===== src/rtl/sc_reg_posjug1_pkg.sv =====
// Shared game definitions: bus width, default start position, FSM/direction
// encodings and the repeat-counter sizing helper.
package sc_reg_posjug1_pkg;

  localparam int         GAME_BUS_W    = 8;
  localparam logic [7:0] GAME_INIT_POS = 8'b0001_0000;

  typedef enum logic [1:0] {
    ST_IDLE   = 2'd0,
    ST_DELAY  = 2'd1,
    ST_REPEAT = 2'd2
  } fsm_state_e;

  typedef enum logic {
    DIR_RIGHT = 1'b0,
    DIR_LEFT  = 1'b1
  } dir_e;

  typedef struct packed {
    fsm_state_e st;
    dir_e       dir;
  } fsm_reg_t;

  // Counter must hold max(a, b) - 1; never narrower than one bit.
  function automatic int sc_cnt_width(input int a, input int b);
    int m;
    int w;
    m = (a > b) ? a : b;
    w = $clog2(m);
    return (w < 1) ? 1 : w;
  endfunction

endpackage


===== src/rtl/sc_counter_repeat.sv =====
// Loadable down-counter with terminal-count flag; saturates at zero.
// Shared between the player repeat timer and the obstacle-row shift timer.
module sc_counter_repeat #(
  parameter int WIDTH = 1
) (
  input  logic             clk_i,
  input  logic             rst_i,
  input  logic             clr_i,
  input  logic             load_i,
  input  logic [WIDTH-1:0] load_val_i,
  input  logic             dec_i,
  output logic             tc_o
);

  localparam logic [WIDTH-1:0] ONE_C = WIDTH'(1'b1);

  logic [WIDTH-1:0] count_q;
  logic [WIDTH-1:0] count_d;

  // Next count: clear beats load beats decrement.
  always_comb begin
    count_d = count_q;
    if (clr_i) begin
      count_d = '0;
    end else if (load_i) begin
      count_d = load_val_i;
    end else if (dec_i && (count_q != '0)) begin
      count_d = count_q - ONE_C;
    end else begin
      count_d = count_q;
    end
  end

  // Count register.
  always_ff @(posedge clk_i) begin
    if (rst_i) begin
      count_q <= '0;
    end else begin
      count_q <= count_d;
    end
  end

  assign tc_o = (count_q == '0);

endmodule


===== src/rtl/sc_reg_posjug1.sv =====
// Player-1 one-hot position register: sampled active-low buttons drive
// single-step moves, hold-to-repeat, edge saturation and enable freeze.
import sc_reg_posjug1_pkg::*;

module sc_reg_posjug1 #(
  parameter int                   DATAWIDTH     = GAME_BUS_W,
  parameter logic [DATAWIDTH-1:0] INIT_POS      = DATAWIDTH'(GAME_INIT_POS),
  parameter int                   REPEAT_DELAY  = 25000000,
  parameter int                   REPEAT_PERIOD = 10000000
) (
  input  logic                 SC_RegPOSJUG1_CLOCK_50,
  input  logic                 SC_RegPOSJUG1_RESET_InHigh,
  input  logic                 SC_RegPOSJUG1_enable_InHigh,
  input  logic                 SC_RegPOSJUG1_clear_InHigh,
  input  logic                 SC_RegPOSJUG1_left_InLow,
  input  logic                 SC_RegPOSJUG1_right_InLow,
  output logic [DATAWIDTH-1:0] SC_RegPOSJUG1_posjug1_OutBUS,
  output logic                 SC_RegPOSJUG1_moved_OutHigh,
  output logic                 SC_RegPOSJUG1_atEdge_OutHigh
);

  localparam int               CNT_W       = sc_cnt_width(REPEAT_DELAY, REPEAT_PERIOD);
  localparam logic [CNT_W-1:0] DELAY_LOAD  = CNT_W'(REPEAT_DELAY - 1);
  localparam logic [CNT_W-1:0] PERIOD_LOAD = CNT_W'(REPEAT_PERIOD - 1);
  localparam fsm_reg_t         FSM_IDLE_C  = '{st: ST_IDLE, dir: DIR_RIGHT};

  logic                 left_smp_q;
  logic                 right_smp_q;
  fsm_reg_t             fsm_q;
  fsm_reg_t             fsm_d;
  logic [DATAWIDTH-1:0] pos_q;
  logic [DATAWIDTH-1:0] pos_d;
  logic                 moved_q;
  logic                 moved_d;

  logic                 req_valid_s;
  dir_e                 req_dir_s;
  logic                 pos_ok_s;
  logic                 cnt_clr_s;
  logic                 cnt_load_s;
  logic                 cnt_dec_s;
  logic [CNT_W-1:0]     cnt_val_s;
  logic                 cnt_tc_s;

  function automatic logic [DATAWIDTH-1:0] step_pos(input logic [DATAWIDTH-1:0] p,
                                                    input dir_e d);
    logic [DATAWIDTH-1:0] r;
    if (d == DIR_LEFT) begin
      if (p[DATAWIDTH-1]) r = p;
      else                r = p << 1'b1;
    end else begin
      if (p[0]) r = p;
      else      r = p >> 1'b1;
    end
    return r;
  endfunction

  function automatic logic is_onehot(input logic [DATAWIDTH-1:0] p);
    logic seen;
    logic bad;
    seen = 1'b0;
    bad  = 1'b0;
    for (int i = 0; i < DATAWIDTH; i++) begin
      if (p[i] && seen) bad = 1'b1;
      if (p[i])         seen = 1'b1;
    end
    return seen & ~bad;
  endfunction

  // Decode the sampled buttons into a single-direction request.
  always_comb begin
    req_valid_s = left_smp_q ^ right_smp_q;
    if (!left_smp_q) begin
      req_dir_s = DIR_LEFT;
    end else begin
      req_dir_s = DIR_RIGHT;
    end
    pos_ok_s = is_onehot(pos_q);
  end

  // Move FSM; a corrupted position bus is reloaded so the bus never leaves one-hot.
  always_comb begin
    fsm_d      = fsm_q;
    pos_d      = pos_q;
    moved_d    = 1'b0;
    cnt_clr_s  = 1'b0;
    cnt_load_s = 1'b0;
    cnt_dec_s  = 1'b0;
    cnt_val_s  = '0;
    if (SC_RegPOSJUG1_clear_InHigh) begin
      pos_d     = INIT_POS;
      fsm_d     = FSM_IDLE_C;
      cnt_clr_s = 1'b1;
    end else if (!pos_ok_s) begin
      pos_d     = INIT_POS;
      fsm_d     = FSM_IDLE_C;
      cnt_clr_s = 1'b1;
      moved_d   = 1'b1;
    end else if (!SC_RegPOSJUG1_enable_InHigh) begin
      fsm_d     = FSM_IDLE_C;
      cnt_clr_s = 1'b1;
    end else begin
      case (fsm_q.st)
        ST_IDLE: begin
          if (req_valid_s) begin
            pos_d      = step_pos(pos_q, req_dir_s);
            fsm_d.st   = ST_DELAY;
            fsm_d.dir  = req_dir_s;
            cnt_load_s = 1'b1;
            cnt_val_s  = DELAY_LOAD;
          end else begin
            fsm_d = fsm_q;
          end
        end
        ST_DELAY, ST_REPEAT: begin
          if (req_valid_s && (req_dir_s == fsm_q.dir)) begin
            if (cnt_tc_s) begin
              pos_d      = step_pos(pos_q, fsm_q.dir);
              fsm_d.st   = ST_REPEAT;
              cnt_load_s = 1'b1;
              cnt_val_s  = PERIOD_LOAD;
            end else begin
              cnt_dec_s = 1'b1;
            end
          end else begin
            // Any break in the hold returns to IDLE without moving.
            fsm_d.st  = ST_IDLE;
            cnt_clr_s = 1'b1;
          end
        end
        default: begin
          fsm_d     = FSM_IDLE_C;
          cnt_clr_s = 1'b1;
        end
      endcase
      moved_d = (pos_d != pos_q);
    end
  end

  // Sample stage and state registers.
  always_ff @(posedge SC_RegPOSJUG1_CLOCK_50) begin
    if (SC_RegPOSJUG1_RESET_InHigh) begin
      left_smp_q  <= 1'b1;
      right_smp_q <= 1'b1;
      fsm_q       <= FSM_IDLE_C;
      pos_q       <= INIT_POS;
      moved_q     <= 1'b0;
    end else begin
      left_smp_q  <= SC_RegPOSJUG1_left_InLow;
      right_smp_q <= SC_RegPOSJUG1_right_InLow;
      fsm_q       <= fsm_d;
      pos_q       <= pos_d;
      moved_q     <= moved_d;
    end
  end

  sc_counter_repeat #(
    .WIDTH (CNT_W)
  ) u_repeat_cnt (
    .clk_i      (SC_RegPOSJUG1_CLOCK_50),
    .rst_i      (SC_RegPOSJUG1_RESET_InHigh),
    .clr_i      (cnt_clr_s),
    .load_i     (cnt_load_s),
    .load_val_i (cnt_val_s),
    .dec_i      (cnt_dec_s),
    .tc_o       (cnt_tc_s)
  );

  assign SC_RegPOSJUG1_posjug1_OutBUS = pos_q;
  assign SC_RegPOSJUG1_moved_OutHigh  = moved_q;
  assign SC_RegPOSJUG1_atEdge_OutHigh = pos_q[0] | pos_q[DATAWIDTH-1];

endmodule


===== config.mk =====
export PLATFORM = sky130hd
export DESIGN_NAME = sc_reg_posjug1
export DESIGN_NICKNAME = d
export VERILOG_FILES = /design/src/rtl/sc_reg_posjug1_pkg.sv /design/src/rtl/sc_counter_repeat.sv /design/src/rtl/sc_reg_posjug1.sv
export SDC_FILE = /design/constraint.sdc
export NUM_CORES = 1
export LEC_CHECK = 0
export ABC_AREA = 1
export BUFFER_PORTS_ARGS = -buffer_cell sky130_fd_sc_hd__buf_2
export CORE_ASPECT_RATIO = 1.1
export CORE_MARGIN = 3
export CORE_UTILIZATION = 33
export CTS_BUF_LIST = sky130_fd_sc_hd__clkbuf_8
export DETAILED_ROUTE_END_ITERATION = 8
export PLACE_DENSITY_LB_ADDON = 0.2
export SYNTH_ARGS = -nofsm -noshare
export SYNTH_HDL_FRONTEND = slang
export SYNTH_SLANG_ARGS = --single-unit

===== constraint.sdc =====
create_clock -name SC_RegPOSJUG1_CLOCK_50 -period 3 [get_ports SC_RegPOSJUG1_CLOCK_50]
set_clock_uncertainty 0.1 [all_clocks]
set_input_delay 0.9 -clock SC_RegPOSJUG1_CLOCK_50 [delete_from_list [all_inputs] [get_ports SC_RegPOSJUG1_CLOCK_50]]
set_output_delay 0.9 -clock SC_RegPOSJUG1_CLOCK_50 [all_outputs]
set_load 0.05 [all_outputs]

==> After elaboration in Yosys (flattened, before gate mapping) <==
Index checks and enable logic that the tools add are counted.
{ "word_totals": {"regBits": 39, "input_bits": 6, "out_inout_bits": 10, "wordCells": 102} }
{ "classes": {"n_addsub": 1, "eq_ne": 6, "muxes": 61, "n_bitwise": 7, "reduce_logical": 20} }
{ "op_table": {"columns": ["op", "n"], "rows": [
  ["$mux W25", 6],
  ["$mux W8", 10],
  ["$pmux W25 S2", 1],
  ["$mux W24", 2],
  ["$mux W1", 34],
  ["$logic_not A25 Y1", 1],
  ["$reduce_bool A25 Y1", 1],
  ["$sub A25 B1 Y25 const B", 1],
  ["$pmux W8 S2", 1],
  ["$logic_and A1 B1 Y1", 9],
  ["$ne A8 B8 Y1", 1],
  ["$pmux W1 S2", 3],
  ["$reduce_or A2 Y1", 3],
  ["$mux W2", 2],
  ["$not A1 Y1", 4],
  ["$pmux W2 S2", 1],
  ["$reduce_and A2 Y1", 2],
  ["$reduce_or A4 Y1", 1],
  ["$mux W3", 1],
  ["$ne A3 B3 Y1 const B", 1],
  ["$reduce_or A3 Y1", 1],
  ["$eq A2 B1 Y1 const B", 1],
  ["$eq A2 B2 Y1 const B", 1],
  ["$logic_not A2 Y1", 1],
  ["6 further kinds", 6]
]} }

==> Logic depth before layout (Yosys ltp) <==
Gate-level depths: netlist of the first run.
{ "logic_depth": {"depth_word": 16, "mapped_depth": 18, "depth_no_buf": 17} }

==> Hierarchy <==
A second synthesis of the first run with hierarchy kept.
{ "hier_totals": {"cells_unflattened": 613, "area_unflattened_um2": 3512.1} }
{ "modules_own_cells": {"columns": ["module", "n_inst", "cells_per_inst", "area_each_um2", "seq_area_each_um2"], "rows": [
  ["sc_counter_repeat", 1, 319, 1959.4, 500.5],
  ["sc_reg_posjug1", 1, 294, 1552.7, 280.3]
]} }

==> Worst setup path before layout of the first run <==
Ideal clock, no wire load.
{ "synth_timing": {"kind": "reg2reg", "start": "reg pos_q[0], in the netlist SC_RegPOSJUG1_posjug1_OutBUS[0]", "end": "reg moved_q, in the netlist SC_RegPOSJUG1_moved_OutHigh", "setup_ns": 0.070, "t_arrival_ns": 2.338, "t_required_ns": 2.830, "slack_ns": 0.492, "stages_incl_launch_ff": 14, "path_buffers": 0, "period_less_slack_ns": 2.508, "path_cell_list": "dfxtp_1 > inv_1 > nand2_1 > o21ai_0 > a21oi_1 > o21ai_0 > and3_1 > nand2_1 > nand3_1 > nand2_1 > nor2_1 > nand3_1 > nand2_1 > a21oi_1"} }
{ "synth_between": {"elab_chain_len": 12, "word_cells_on_any_way": 38, "classes_between": "eq/ne (1); mux (28); bitwise (2); reduce/logical (7)"} }
{ "synth_rtl": {"columns": ["item", "line_no", "text"], "rows": [
  ["start, declared", "sc_reg_posjug1.sv:31", "logic [DATAWIDTH-1:0] pos_q;"],
  ["start signal, assigned", "sc_reg_posjug1.sv:152", "pos_q <= pos_d;"],
  ["parallel branches: the longest is 11 deep, another holds $mux W8", null, null],
  ["$mux W1 *", "sc_reg_posjug1.sv:94", "end else if (!pos_ok_s) begin"],
  ["end signal, assigned", "sc_reg_posjug1.sv:153", "moved_q <= moved_d;"],
  ["end, declared", "sc_reg_posjug1.sv:33", "logic moved_q;"]
]} }
Every way passes the cells marked *. The select of a mux whose other input is x is not followed.
A chain may end at the register's enable or synchronous reset.

==> Worst setup path in the final report of the first run <==
{ "layout_timing": {"start": "reg pos_q[7], in the netlist SC_RegPOSJUG1_posjug1_OutBUS[7]", "end": "out SC_RegPOSJUG1_atEdge_OutHigh"} }
{ "layout_between": {"elab_chain_len": 1} }
{ "layout_rtl": {"columns": ["item", "line_no", "text"], "rows": [
  ["$or A1 B1 Y1", "sc_reg_posjug1.sv:171", "assign SC_RegPOSJUG1_atEdge_OutHigh = pos_q[0] | pos_q[DATAWIDTH-1];"],
  ["end, declared", "sc_reg_posjug1.sv:19", "output logic SC_RegPOSJUG1_atEdge_OutHigh"]
]} }
No other way between the ends.

==> summary.md, run 1 <==
| Metric | Value |
|---|---|
| Status | finished, final reports clean |
| Clock Latency Late Sink | about 0.30 ns |
| Die X | approximately 95 um |
| Setup violations, final | 0 |
| First-pass GRT wire length | 14,300 um |
| Switching pwr | 0.000375 W |
| CTS resizes | 0 |
| Layout cells sized above 1 | 11.9% |
| Antenna viol nets, final | 0 |
| Drt drc | 0 |
| Worst setup SP type | flip-flop |
| FF-to-FF End | SC_RegPOSJUG1_moved_OutHigh |
| PwrDens | 383 mW/mm2 |
| Clk sink count | 39 |
| Worst hold slack | 0.386 ns |
| Min-Delay Path Depth | 2 |
| Total gr overflow | 0 |
| Synthesized cell area | between 0.002 and 0.003 mm2 |
| CP max-delay cell | dfxtp_1 |
| Num ports | 16 |
| Syn_nets | 479 |
| Period minus WS final | 2.64 ns |
| Vias | 3,072 |
| Initial core utilization | 34.0% |
| Synth Instances | between 400 and 500 |
| Max incr delay on CP | 0.67 ns |
| Number of synthesized flops with an enable pin | 0 |
| Max-slew headroom | 63.4% |
| Hold crit path type | reg -> reg |
| Overall power | 0.00123 W |
| Hold Startpoint | u_repeat_cnt.count_q[0] |
| Clk slew on worst S/H paths | approximately 0.080 ns |
| R2r setup slk | 0.41 ns |
| Worst EP required | 2.00 ns |
| Reg2reg start | u_repeat_cnt.count_q[0] |
| Number of iterations in the first detailed-routing pass | 5 |
| Internal Power | 0.000853 W |
| Number of synthesized register bits | 39 |
| Synth unique cells | 41 |
| Worst Path Arrival | 1.64 ns |
| Critical Path End Type | output pin |
| Vias/cell | 5.12 |
| Initial antenna violation count | 0 |
| Die extent in y | 104 um |
| CTS tree | yes |
| Synthesized area per cell | 6.12 um2 |
| Setup TNS | 0 ns |
| Reg2Reg Depth | 16 |
| Final nets | 497 |
| Combinational power share | between 10% and 20% |
| Syn-to-layout area delta | 11.4% |
| Top achievable clock speed | approximately 0.38 GHz |
| Ys async rst share | 0% |
| Antenna cells | 0 |
| Hold buffers post-CTS | 0 |
| Clk pwr share | 36.7% |
| Number of global-route vias before repair | 2,956 |
| RePlAce Congestion | 0.845 |
| RSZ-0062 raised after global routing | false |
| Post-CTS Setup Bufs | 0 |
| Crit path cell chain | inv_1, nand2_1, buf_2 |
| Largest net degree at the start of global routing | 20 |
| Worst Hold Path EP | u_repeat_cnt.count_q[0] |
| Drt total wl | approximately 8400 um |
| Commonest non-fill, non-tap cell in the layout | nand2_1 |
| Die area | 0.00987 mm2 |
| Seq pwr share | a little over two fifths |
| Root Driver | clkbuf_8 |
| Number of core rows | 35 |
| Post-route clock period utilization | 88.0% |
| DR WL/cell | 14.0 um |
| Crit Path Max Fanout | 15 |
| Static leakage | 1.54 nW |
| Sequential area share after synthesis | 27.2% |
| Crit Path Category | reg -> out |
| Core Region | 0.00845 mm2 |
| HPWL after DPL | 6320 um |
| Actual slew at the worst max-slew pin | 0.549 ns |
| I/O Buffers | 15 |
| Final Slew Violations | 0 |
| Final Hold Viols | 0 |
| Gr usage total | 18.0% |
| H-tree depth | 2 |
| Max Cap Violations | 0 |
| Worst IR Drop VDD | 198 uV |
| CTS max path bufs | 2 |
| Commonest register cell after synthesis | dfxtp_1 |
| Most frequent cells in the layout | nand2_1, o21ai_0, nor2_1 |
| CTS Buf Count | 5 |
| Synthesis warning total | 0 |
| Switching part of the total | 30.6% |
| Fillers | 948 |
| Initial DRC Count | 150 |
[stage by stage]
stage | utilization [%] | instance area (um2) | std cells | setup slack [ns]
detailed placement | 36.6 | 3090 | 592 | 0.267
global placement | 36.6 | 3090 | 592 | 0.254
global route | 37.9 | 3200 | 600 | 0.0372
CTS | 37.9 | 3200 | 600 | 0.368
finish | 37.9 | 3200 | 600 | 0.360
floorplan | - | 2880 | 470 | 0.492
[state kept, by name, indices dropped and copies added, names as in the netlist]
| name | count |
|---|---|
| SC_RegPOSJUG1_moved_OutHigh | 1 |
| SC_RegPOSJUG1_posjug1_OutBUS | 8 |
| fsm_q | 3 |
| left_smp_q | 1 |
| right_smp_q | 1 |
| u_repeat_cnt.count_q | 25 |
[critical path: cells and delay by family (launching register included)]
kind / cells / cell delay, ns
buffers and inverters: 2 / 0.50
and+or+nand+nor: 1 / 0.17
DFF: 1 / 0.67
[cells in the mapped netlist, types with 4 or more instances]
| cell type | number | area, um2 |
|---|---|---|
| nand2_1 | 104 | 390 |
| o21ai_0 | 59 | 295 |
| nor2_1 | 53 | 199 |
| inv_1 | 48 | 180 |
| nand3_1 | 41 | 205 |
| dfxtp_1 | 39 | 781 |
| a21oi_1 | 32 | 160 |
| clkbuf_1 | 8 | 30.0 |
| nand4_1 | 8 | 50.1 |
| nor3_1 | 8 | 40.0 |
| o21ai_1 | 6 | 30.0 |
| inv_2 | 5 | 18.8 |
| nand3b_1 | 5 | 37.5 |
| xnor2_1 | 5 | 43.8 |
| xor2_1 | 5 | 43.8 |
| nand2_2 | 4 | 25.0 |
| or2_2 | 4 | 25.0 |
[worst max-delay path by stage]
stage	start	to	depth (start not counted)
floorplan	SC_RegPOSJUG1_posjug1_OutBUS[0]	SC_RegPOSJUG1_moved_OutHigh	13
global placement	SC_RegPOSJUG1_enable_InHigh	u_repeat_cnt.count_q[8]	12
detailed placement	SC_RegPOSJUG1_enable_InHigh	u_repeat_cnt.count_q[6]	8
CTS	SC_RegPOSJUG1_posjug1_OutBUS[7]	SC_RegPOSJUG1_atEdge_OutHigh	3
global route	u_repeat_cnt.count_q[14]	SC_RegPOSJUG1_moved_OutHigh	15
finish	SC_RegPOSJUG1_posjug1_OutBUS[7]	SC_RegPOSJUG1_atEdge_OutHigh	3
[area by class of cell]
| class | count | area, um2 | area share (%) |
|---|---|---|---|
| clock buffers | 5 | 68.8 | 2.15 |
| repair buffers | 24 | 143 | 4.45 |
| multi-input cells | 365 | 1830 | 57.1 |
| clock inverters | 3 | 43.8 | 1.37 |
| flip-flops and latches | 39 | 781 | 24.4 |
| well taps | 111 | 139 | 4.34 |
| inverters | 53 | 199 | 6.21 |
[logic make-up (layout without fill, tap and decap cells)]
group                    after synthesis  after routing  share of synthesized area [%]
buffers and inverters                 66             85                           9.23
XOR/XNOR                              10             10                           3.05
AO/OA/AOI/OAI                        110            110                           20.9
multiplexers                           1              1                          0.348
AND/OR/NAND/NOR                      241            241                           38.0
adder cells (fa/ha/maj)                3              3                           1.31
flip-flops                            39             39                           27.2
[power by group through the flow]
stage	clock (W)	sequential [W]	combinational, W
detailed placement	0	0.000548	0.000240
finish	0.000450	0.000536	0.000241
floorplan	0	0.000554	0.000173
global placement	0	0.000548	0.000238
CTS	0.000467	0.000536	0.000241
global route	0.000489	0.000538	0.000275
[routing by layer]
layer / track usage [%] / share of wire [%] / up-vias
li1: - / - / 1596
met1: 23.0 / 45 / 1409
met2: 31.4 / 50 / 60
met3: 2.39 / 4.1 / 7
met4: 4.33 / 0.90 / 0
met5: 0 / 0 / -
No activity file was read; power rests on OpenSTA's default activity.
==> inputs of run 2 (changes only) <==
BUFFER_PORTS_ARGS = default   (was -buffer_cell sky130_fd_sc_hd__buf_2)
DONT_BUFFER_PORTS = 1   (was default)
PLACE_DENSITY = 0.52   (was default)
PLACE_DENSITY_LB_ADDON = default   (was 0.2)
RECOVER_POWER = 50   (was default)
==> run 2 against run 1 <==
Net effect:
- core utilization shrank 1.0 points
- highest routed layer unchanged
- wire length down 2.1%
- worst setup slack improved by 0.042 ns
- cell count fell by 1.8%
- sequential power about the same
- power decreased by 8.1%
- first-iteration DRC count decreased by 25%
- sequential share of layout area is 0.67 points higher
- count of clock-buffer cells in the layout is the same
- combinational power is 6% lower
- die area did not move
- global-route usage down 0.48 points
- critical endpoint unchanged
==> summary.md, run 2 (synthesis results as in run 1) <==
| Metric | Value |
|---|---|
| Status | finished, final reports clean (unchanged) |
| Hold buffers post-CTS | 0 (unchanged) |
| RePlAce Congestion | 0.877 (was 0.845) |
| Initial core utilization | 34.0% (unchanged) |
| DR WL/cell | 13.9 um (was 14.0 um) |
| Syn-to-layout area delta | 8.44% (was 11.4%) |
| Drt drc | 0 (unchanged) |
| Post-CTS Setup Bufs | 0 (unchanged) |
| Drt total wl | 8200 um (was 8380 um) |
| Initial antenna violation count | 0 (unchanged) |
| Core Region | 0.00845 mm2 (unchanged) |
| Worst IR Drop VDD | 152 uV (was 198 uV) |
| CTS resizes | 0 (unchanged) |
| Worst Path Arrival | 1.60 ns (was 1.64 ns) |
| Crit Path Category | reg -> out (unchanged) |
| Critical Path End Type | output pin (unchanged) |
| Final Hold Viols | 0 (unchanged) |
| Largest net degree at the start of global routing | 20 (unchanged) |
| Clk pwr share | 32.1% (was 36.7%) |
| Die extent in y | 104 um (unchanged) |
| Hold crit path type | reg -> reg (unchanged) |
| Post-route clock period utilization | 86.6% (was 88.0%) |
| PwrDens | 362 mW/mm2 (was 383 mW/mm2) |
| Number of core rows | 35 (unchanged) |
| Max FFs per register | 25 (unchanged) |
| Worst EP required | 2.00 ns (about the same) |
| Biggest register | u_repeat_cnt.count_q (unchanged) |
| Root Driver | clkbuf_8 (unchanged) |
| Switching part of the total | 32.6% (was 30.6%) |
| RSZ-0062 raised after global routing | false (unchanged) |
| Die X | 95 um (unchanged) |
| Setup violations, final | 0 (unchanged) |
| Combinational power share | 20.2% (was 19.6%) |
| Actual slew at the worst max-slew pin | 0.795 ns (was 0.549 ns) |
| Pre-CTS WS | 0.423 ns (was 0.267 ns) |
| CTS Buf Count | 5 (unchanged) |
| Crit Path Max Fanout | 15 (unchanged) |
| Number of global-route vias before repair | 2,910 (was 2,956) |
| Final Slew Violations | 0 (unchanged) |
| Static leakage | 1.47 nW (was 1.54 nW) |
| Vias | 3,005 (was 3,072) |
| Number of iterations in the first detailed-routing pass | 4 (was 5) |
| Clock Latency Late Sink | 0.30 ns (about the same) |
| Max Cap Violations | 0 (unchanged) |
| Total gr overflow | 0 (unchanged) |
| Antenna viol nets, final | 0 (unchanged) |
| Setup WS post-layout | 0.402 ns (was 0.360 ns) |
| Layout cells sized above 1 | 8.79% (was 11.9%) |
| Num ports | 16 (unchanged) |
| Die area | 0.00987 mm2 (unchanged) |
| Initial DRC Count | 112 (was 150) |
| Antenna cells | 0 (unchanged) |
| Most frequent cells in the layout | nand2_1, o21ai_0, nor2_1 (unchanged) |
| HPWL after DPL | 6330 um (was 6320 um) |
| Final nets | 486 (was 497) |
| Seq pwr share | 47.7% (was 43.7%) |
| Commonest non-fill, non-tap cell in the layout | nand2_1 (unchanged) |
| Most Used Layer, Global Route | met2 (unchanged) |
| CTS max path bufs | 2 (unchanged) |
| I/O Buffers | 0 (was 15) |
| Met1 Use GR | 20.7% (was 23.0%) |
| CTS tree | yes (unchanged) |
| Gr usage total | 17.5% (was 18.0%) |
| Final Core Density | 36.9% (was 37.9%) |
| Internal Power | 0.000760 W (was 0.000853 W) |
| Top achievable clock speed | 0.385 GHz (was 0.379 GHz) |
| Met3 Track Usage GR | 3.26% (was 2.39%) |
| Max-slew headroom | 47.0% (was 63.4%) |
| Period minus WS final | 2.60 ns (was 2.64 ns) |
| First-pass GRT wire length | 13,900 um (was 14,300 um) |
| Clk sink count | 39 (unchanged) |
| Setup TNS | 0 ns (unchanged) |
| Worst setup SP type | flip-flop (unchanged) |
| Clk slew on worst S/H paths | 0.08 ns (about the same) |
| H-tree depth | 2 (unchanged) |
| Switching pwr | 0.000368 W (was 0.000375 W) |
| Met2 GRT Util | 30.6% (was 31.4%) |
| Vias/cell | 5.10 (was 5.12) |
[run 2: changes by cell type in the layout (fill, tap and decap cells not counted), sizes merged]
cell      previous run  this run
inv                 53        54
clkinvlp             0         1
clkbuf               5         7
buf                 24        11
clkinv               2         1
bufinv               1         0
[run 2: metrics by stage]
stage / total power [W] / area, um2 / hold slack [ns] / instances
final: 0.00113 / 3120 / 0.384 / 589
after global routing: 0.00120 / 3120 / 0.414 / 589
after CTS: 0.00114 / 3130 / 0.389 / 589
after detailed placement: 0.000779 / 3050 / 0.375 / 581
after global placement: 0.000781 / 3050 / 0.374 / 581
after floorplan: 0.000728 / 2880 / 0.351 / 470
[run 2: final timing paths]
kind,to,startpoint,cells after the start,slack (ns)
worst max-delay path,SC_RegPOSJUG1_atEdge_OutHigh,SC_RegPOSJUG1_posjug1_OutBUS[0],4,0.40
worst min register to register,u_repeat_cnt.count_q[0],u_repeat_cnt.count_q[0],2,0.38
worst max register to register,u_repeat_cnt.count_q[6],u_repeat_cnt.count_q[0],14,0.41
worst min-delay path,u_repeat_cnt.count_q[0],u_repeat_cnt.count_q[0],2,0.38
[run 2: layer usage]
| metal | wire length, um | up-vias |
|---|---|---|
| li1 | - | 1574 |
| met1 | 3580 | 1350 |
| met2 | 4010 | 62 |
| met3 | 343 | 19 |
| met4 | 266 | 0 |
| met5 | 0 | - |
[run 2: layout make-up]
cell class	count	area [um2]
fill	934	5330
multi-input combinational	365	1820
sequential	39	781
inverter	53	199
tap	111	139
timing repair buffer	13	90.1
clock buffer	5	68.8
clock inverter	3	16.3
[run 2: power by group through the flow]
stage | logic, W | clock network (W) | registers (W)
2_1_floorplan | 0.000173 | 0 | 0.000554
3_3_place_gp | 0.000231 | 0 | 0.000550
3_5_place_dp | 0.000229 | 0 | 0.000550
4_1_cts | 0.000230 | 0.000373 | 0.000538
5_1_grt | 0.000261 | 0.000396 | 0.000540
6_report | 0.000227 | 0.000363 | 0.000538
[run 2: critical path: stages, from the launching register on]
cell	delay [ns]
dfxtp_1	0.38
buf_4	0.31
inv_1	0.22
nand2_1	0.17
buf_4	0.22
